File: config.mk
export PLATFORM = sky130hd
export DESIGN_NAME = decode_stage
export DESIGN_NICKNAME = d
export VERILOG_FILES = /design/src/rtl/decode_pkg.sv /design/src/rtl/field_extract.sv /design/src/rtl/decode_stage.sv
export SDC_FILE = /design/constraint.sdc
export NUM_CORES = 1
export LEC_CHECK = 0
export BUFFER_PORTS_ARGS = -buffer_cell sky130_fd_sc_hd__buf_4
export CORE_ASPECT_RATIO = 1.2
export CORE_UTILIZATION = 40
export CTS_CLUSTER_DIAMETER = 60
export DETAILED_ROUTE_END_ITERATION = 6
export GPL_TIMING_DRIVEN = 0
export PLACE_DENSITY = 0.65
export SLEW_MARGIN = 10
export SYNTH_ARGS = -nofsm -noshare
export SYNTH_HDL_FRONTEND = slang
export SYNTH_SLANG_ARGS = --single-unit
File: constraint.sdc
create_clock -name clock -period 4.5 [get_ports clock]
set_input_delay 0.225 -clock clock [delete_from_list [all_inputs] [get_ports clock]]
set_output_delay 0.225 -clock clock [all_outputs]
set_load 0.01 [all_outputs]
File: src/rtl/decode_pkg.sv
// Shared decode-stage definitions: FSM states, opcode constants, field offsets.
package decode_pkg;

    typedef enum logic [1:0] {
        ST_IDLE  = 2'd0,
        ST_HOLD  = 2'd1,
        ST_STALL = 2'd2
    } state_t;

    localparam logic [4:0] OPC_RTYPE = 5'b00000;
    localparam logic [4:0] OPC_LW    = 5'b01000;
    localparam logic [4:0] OPC_SW    = 5'b00111;

    // Field offsets inside the header (opcode, rd, rs, rt), counted from the
    // header LSB, which is the LSB of rt.
    function automatic int rt_lsb(input int reg_aw);
        return 0;
    endfunction

    function automatic int rs_lsb(input int reg_aw);
        return reg_aw;
    endfunction

    function automatic int rd_lsb(input int reg_aw);
        return 2 * reg_aw;
    endfunction

    function automatic int opc_lsb(input int reg_aw);
        return 3 * reg_aw;
    endfunction

endpackage

File: src/rtl/field_extract.sv
// Pulls register specifiers out of an instruction header and picks the
// two source registers (rt is a source only for R-type).
module field_extract
    import decode_pkg::*;
#(
    parameter int OPC_W  = 5,
    parameter int REG_AW = 5,
    parameter int HDR_W  = OPC_W + 3 * REG_AW
) (
    input  logic [HDR_W-1:0]  hdr,
    output logic [REG_AW-1:0] src_a,
    output logic [REG_AW-1:0] src_b,
    output logic              is_rtype
);

    logic [OPC_W-1:0]  opcode;
    logic [REG_AW-1:0] rd;
    logic [REG_AW-1:0] rs;
    logic [REG_AW-1:0] rt;

    assign opcode = hdr[opc_lsb(REG_AW) +: OPC_W];
    assign rd     = hdr[rd_lsb(REG_AW)  +: REG_AW];
    assign rs     = hdr[rs_lsb(REG_AW)  +: REG_AW];
    assign rt     = hdr[rt_lsb(REG_AW)  +: REG_AW];

    // Source selection: R-type reads rs/rt, everything else reads rs/rd.
    always_comb begin
        is_rtype = (opcode == '0);
        src_a    = rs;
        src_b    = is_rtype ? rt : rd;
    end

endmodule

File: src/rtl/decode_stage.sv
// Decode pipeline stage: one-entry holding register with valid/ready
// handshakes, load-use hazard stall, flush, and a saturating stall counter.
module decode_stage
    import decode_pkg::*;
#(
    parameter int INSN_W = 32,
    parameter int OPC_W  = 5,
    parameter int REG_AW = 5,
    parameter int PC_W   = 12,
    parameter int CNT_W  = 16
) (
    input  logic              clock,
    input  logic              reset_n,
    input  logic              flush,
    input  logic              in_valid,
    output logic              in_ready,
    input  logic [INSN_W-1:0] in_ir,
    input  logic [PC_W-1:0]   in_pc,
    input  logic              ex_load,
    input  logic [REG_AW-1:0] ex_rd,
    output logic              out_valid,
    input  logic              out_ready,
    output logic [INSN_W-1:0] out_ir,
    output logic [PC_W-1:0]   out_pc,
    output logic [REG_AW-1:0] readRegA,
    output logic [REG_AW-1:0] readRegB,
    output logic              rtOp,
    output logic [CNT_W-1:0]  stall_count
);

    localparam int HDR_W = OPC_W + 3 * REG_AW;

    state_t             state_reg;
    state_t             state_next;
    logic [INSN_W-1:0]  ir_reg;
    logic [PC_W-1:0]    pc_reg;
    logic [REG_AW-1:0]  src_a_reg;
    logic [REG_AW-1:0]  src_b_reg;
    logic               rtype_reg;
    logic [CNT_W-1:0]   stall_cnt_reg;

    logic [REG_AW-1:0]  src_a;
    logic [REG_AW-1:0]  src_b;
    logic               is_rtype;
    logic               hazard;
    logic               accept;

    field_extract #(
        .OPC_W  (OPC_W),
        .REG_AW (REG_AW),
        .HDR_W  (HDR_W)
    ) u_field_extract (
        .hdr      (in_ir[INSN_W-1 -: HDR_W]),
        .src_a    (src_a),
        .src_b    (src_b),
        .is_rtype (is_rtype)
    );

    assign out_valid   = (state_reg == ST_HOLD);
    assign out_ir      = ir_reg;
    assign out_pc      = pc_reg;
    assign readRegA    = src_a_reg;
    assign readRegB    = src_b_reg;
    assign rtOp        = rtype_reg;
    assign stall_count = stall_cnt_reg;

    // Load-use hazard detection and the upstream ready/accept decision.
    always_comb begin
        hazard   = in_valid && ex_load && (ex_rd != '0) &&
                   ((ex_rd == src_a) || (ex_rd == src_b));
        in_ready = reset_n && !flush && (!out_valid || out_ready) && !hazard;
        accept   = in_valid && in_ready;
    end

    // Next-state logic: flush wins, then accept, then hazard bubble.
    always_comb begin
        state_next = state_reg;
        if (flush) begin
            state_next = ST_IDLE;
        end else if (accept) begin
            state_next = ST_HOLD;
        end else if (hazard && (out_ready || !out_valid)) begin
            state_next = ST_STALL;
        end else begin
            case (state_reg)
                ST_HOLD:  state_next = out_ready ? ST_IDLE : ST_HOLD;
                ST_STALL: state_next = ST_IDLE;
                default:  state_next = ST_IDLE;
            endcase
        end
    end

    // State register.
    always_ff @(posedge clock) begin
        if (!reset_n) begin
            state_reg <= ST_IDLE;
        end else begin
            state_reg <= state_next;
        end
    end

    // Holding register: loads only on an accepted instruction.
    always_ff @(posedge clock) begin
        if (!reset_n) begin
            ir_reg    <= '0;
            pc_reg    <= '0;
            src_a_reg <= '0;
            src_b_reg <= '0;
            rtype_reg <= 1'b0;
        end else if (accept) begin
            ir_reg    <= in_ir;
            pc_reg    <= in_pc;
            src_a_reg <= src_a;
            src_b_reg <= src_b;
            rtype_reg <= is_rtype;
        end
    end

    // Saturating count of hazard cycles not masked by a flush.
    always_ff @(posedge clock) begin
        if (!reset_n) begin
            stall_cnt_reg <= '0;
        end else if (hazard && !flush && (stall_cnt_reg != '1)) begin
            stall_cnt_reg <= stall_cnt_reg + CNT_W'(1);
        end
    end

endmodule

==> impl_results.md <==
* Status: complete, no violations
* Setup crit start: in_ir[27]
* PD cells at 313 nW/µm²
* Final hold violations at 0
* Leak Pwr at 0.00185 µW
* Buf/Inv on CP at 4
* Sequential element share of the synthesized area at 0.444
* First-pass GRT wire length at 12700 µm
* DR pass1 iterations at 4
* Most frequent cells in the layout: buf_4, dfxtp_1, nor2_1
* Max clock buf depth at 2
* Clock Pin Slew Worst Setup and Hold Paths at 0.08 ns
* Grt total ovfl at 0
* DRC at 0
* CP Cell Sequence: buf_4 > or4_4 > buf_6 > nor2_8 > mux2i_1 > mux2i_1 > o21a_2 > buf_2 > and2_1 > buf_4
* Synth Flop Type: dfxtp_1
* Fin crit share at 0.641
* Largest delay contributor family on the critical path: simple AND/OR/NAND/NOR gates
* Synth warn at 0
* Final min period at 2.89 ns
* F_max at 0.346 GHz
* Post-synth EDFFs at 0
* Routability cong. at 0.858
* Skew final at 0.00649 ns
* Critical path class: in -> out
* Num CTS Buffers at 9
* MaxCap Viol Count at 0
* Routed via count at 2813
* Post_cts resized at 0
* Largest net degree at the start of global routing at 14
* WHS Path Cells at 2
* Worst r2r src: stall_count[6]
* # hold bufs at CTS at 0
* FILL cells at 678
* Area after DPL at 4130 µm²
* Worst Path Required at 4.28 ns
* Crit. End Element: output pin
* Total power at 1370 µW
* Worst Hold Class: in -> reg
* Total GRT Usage at 0.205
* Netlist Area Pre-Place at 3070 µm²
* Initial detailed-routing violation count at 46
* Post-synth ARST share at 0
* RSZ-0062 raised after global routing: no
* Area Growth Syn to Fin at 42.1%
* Setup Buffers After CTS at 0
* Core Box Area at 7320 µm²
* Clock root buffer: clkbuf_8
* Slew Viols, Final at 0
* H-tree depth at 3
* Mapped Cells at 319
* Setup TNS Final at 0 ns
* Max Fanout on Critical Path at 10
* Vias in the first global route at 2712
* HP Start: flush
* Unique cell type count in the Yosys netlist at 42
* Reg2Reg Setup Slack at 2.05 ns
* Row count at 34
* Worst R2R End: stall_count[4]
* Die height at 97.9 µm
* CTS tree: built
* Share of layout cells above drive strength 1 at 0.359
* HPWL after DPL at 6180 µm
* Synthesis-stage register bit count at 68
* Worst EP arrival at 2.66 ns
* Initial antenna violation count at 0
* Skew-Pair Late Insertion Delay at 0.34 ns
* CP startpoint kind: input port
* Chip width at 81.9 µm
* Via density at 5.10
* Nets@finish at 513
* Reg2Reg Depth at 8
* Clk sinks at 68
* Antenna viol nets, final at 0
* Final core area utilization at 0.595
* Slew Limit Headroom at 0.645
* Worst Hold Path EP: state_reg[0]
* Final setup viols at 0
* Synthesized net count at 375
* Peak VDD IR at 202 µV
* Buffers added on ports at 127
* Ant diodes at 0
* Initial core utilization at 0.419
* Fin area at 4360 µm²
* Critical path's slowest cell: or4_4
* Most common cell after layout, fill and taps aside: buf_4
* Wire per inst at 14.9 µm
* Slowest stage delay, CP at 0.52 ns
* Die area at 8020 µm²
* Num ports at 128
* Final wirelength at 8210 µm
* Max FFs per register at 32
* Syn_area_per_cell at 9.61 µm²
* Slew at the pin closest to its max-slew limit at 0.532 ns
per-stage QoR:
step	setup slack (ns)	cells	hold slack (ns)
finish	1.61	552	0.110
global route	1.54	552	0.106
CTS	1.63	552	0.0973
detailed placement	1.60	536	0.455
global placement	1.63	536	0.456
floorplan	2.10	319	0.303
cells by family (layout without fill, tap and decap cells):
logic type / count (synthesis) / after routing / share of synthesized area
and+or+nand+nor: 123 / 123 / 0.208
DFF: 68 / 68 / 0.444
muxes: 55 / 55 / 0.180
adders and majority gates: 1 / 1 / 0.00408
buffers and inverters: 27 / 170 / 0.0580
xor gates and xnor gates: 8 / 8 / 0.0229
AOI/OAI and AO/OA: 37 / 37 / 0.0829
final cells by class:
cell class / instances / area [µm²] / share of cell area
inverter: 5 / 18.8 / 0.00431
multi-input combinational: 224 / 1530 / 0.350
buffer: 22 / 159 / 0.0365
timing repair buffer: 127 / 953 / 0.219
sequential: 68 / 1360 / 0.313
clock inverter: 7 / 100 / 0.0230
clock buffer: 9 / 124 / 0.0284
tap: 90 / 113 / 0.0259
layer usage:
metal | global-route usage | share of wire | vias to the layer above
li1 | - | - | 1390
met2 | 0.344 | 0.50 | 89
met4 | 0.0972 | 0.022 | 0
met1 | 0.240 | 0.42 | 1314
met5 | 0 | 0 | -
met3 | 0.0486 | 0.055 | 20
synthesized netlist by cell type, drive strengths merged (2+ instances only):
cell type	number	share of area
nor4b	2	0.0098
or4	4	0.011
nand4	4	0.0082
nor2	56	0.074
a21oi	9	0.015
clkbuf	8	0.0098
mux2i	54	0.18
dfxtp	68	0.44
nor3	2	0.0033
and2	4	0.0082
buf	14	0.042
xnor2	2	0.0057
or3	5	0.010
inv	4	0.0049
o31ai	4	0.0098
nor4	4	0.012
nor2b	2	0.0041
a211oi	4	0.0098
nand3	6	0.0098
a311oi	3	0.0086
o21ai	10	0.016
xor2	6	0.017
nand2b	8	0.016
and3	5	0.010
nand2	17	0.021
nor3b	3	0.0073
how the worst max path moves through the flow:
stage                       endpoint  cells past startpoint
final                       in_ready                     10
after global routing        in_ready                     10
after CTS                   in_ready                     10
after detailed placement   out_pc[4]                     11
after global placement    out_ir[24]                     11
after floorplan            out_pc[3]                     10
report_power, final:
| group | total, µW | internal [µW] | switching (µW) |
|---|---|---|---|
| registers | 627 | 618 | 9.11 |
| clock network | 571 | 316 | 255 |
| logic | 168 | 88.1 | 79.5 |
| total | 1370 | 1020 | 344 |
Power figures use the tool's default switching activity.
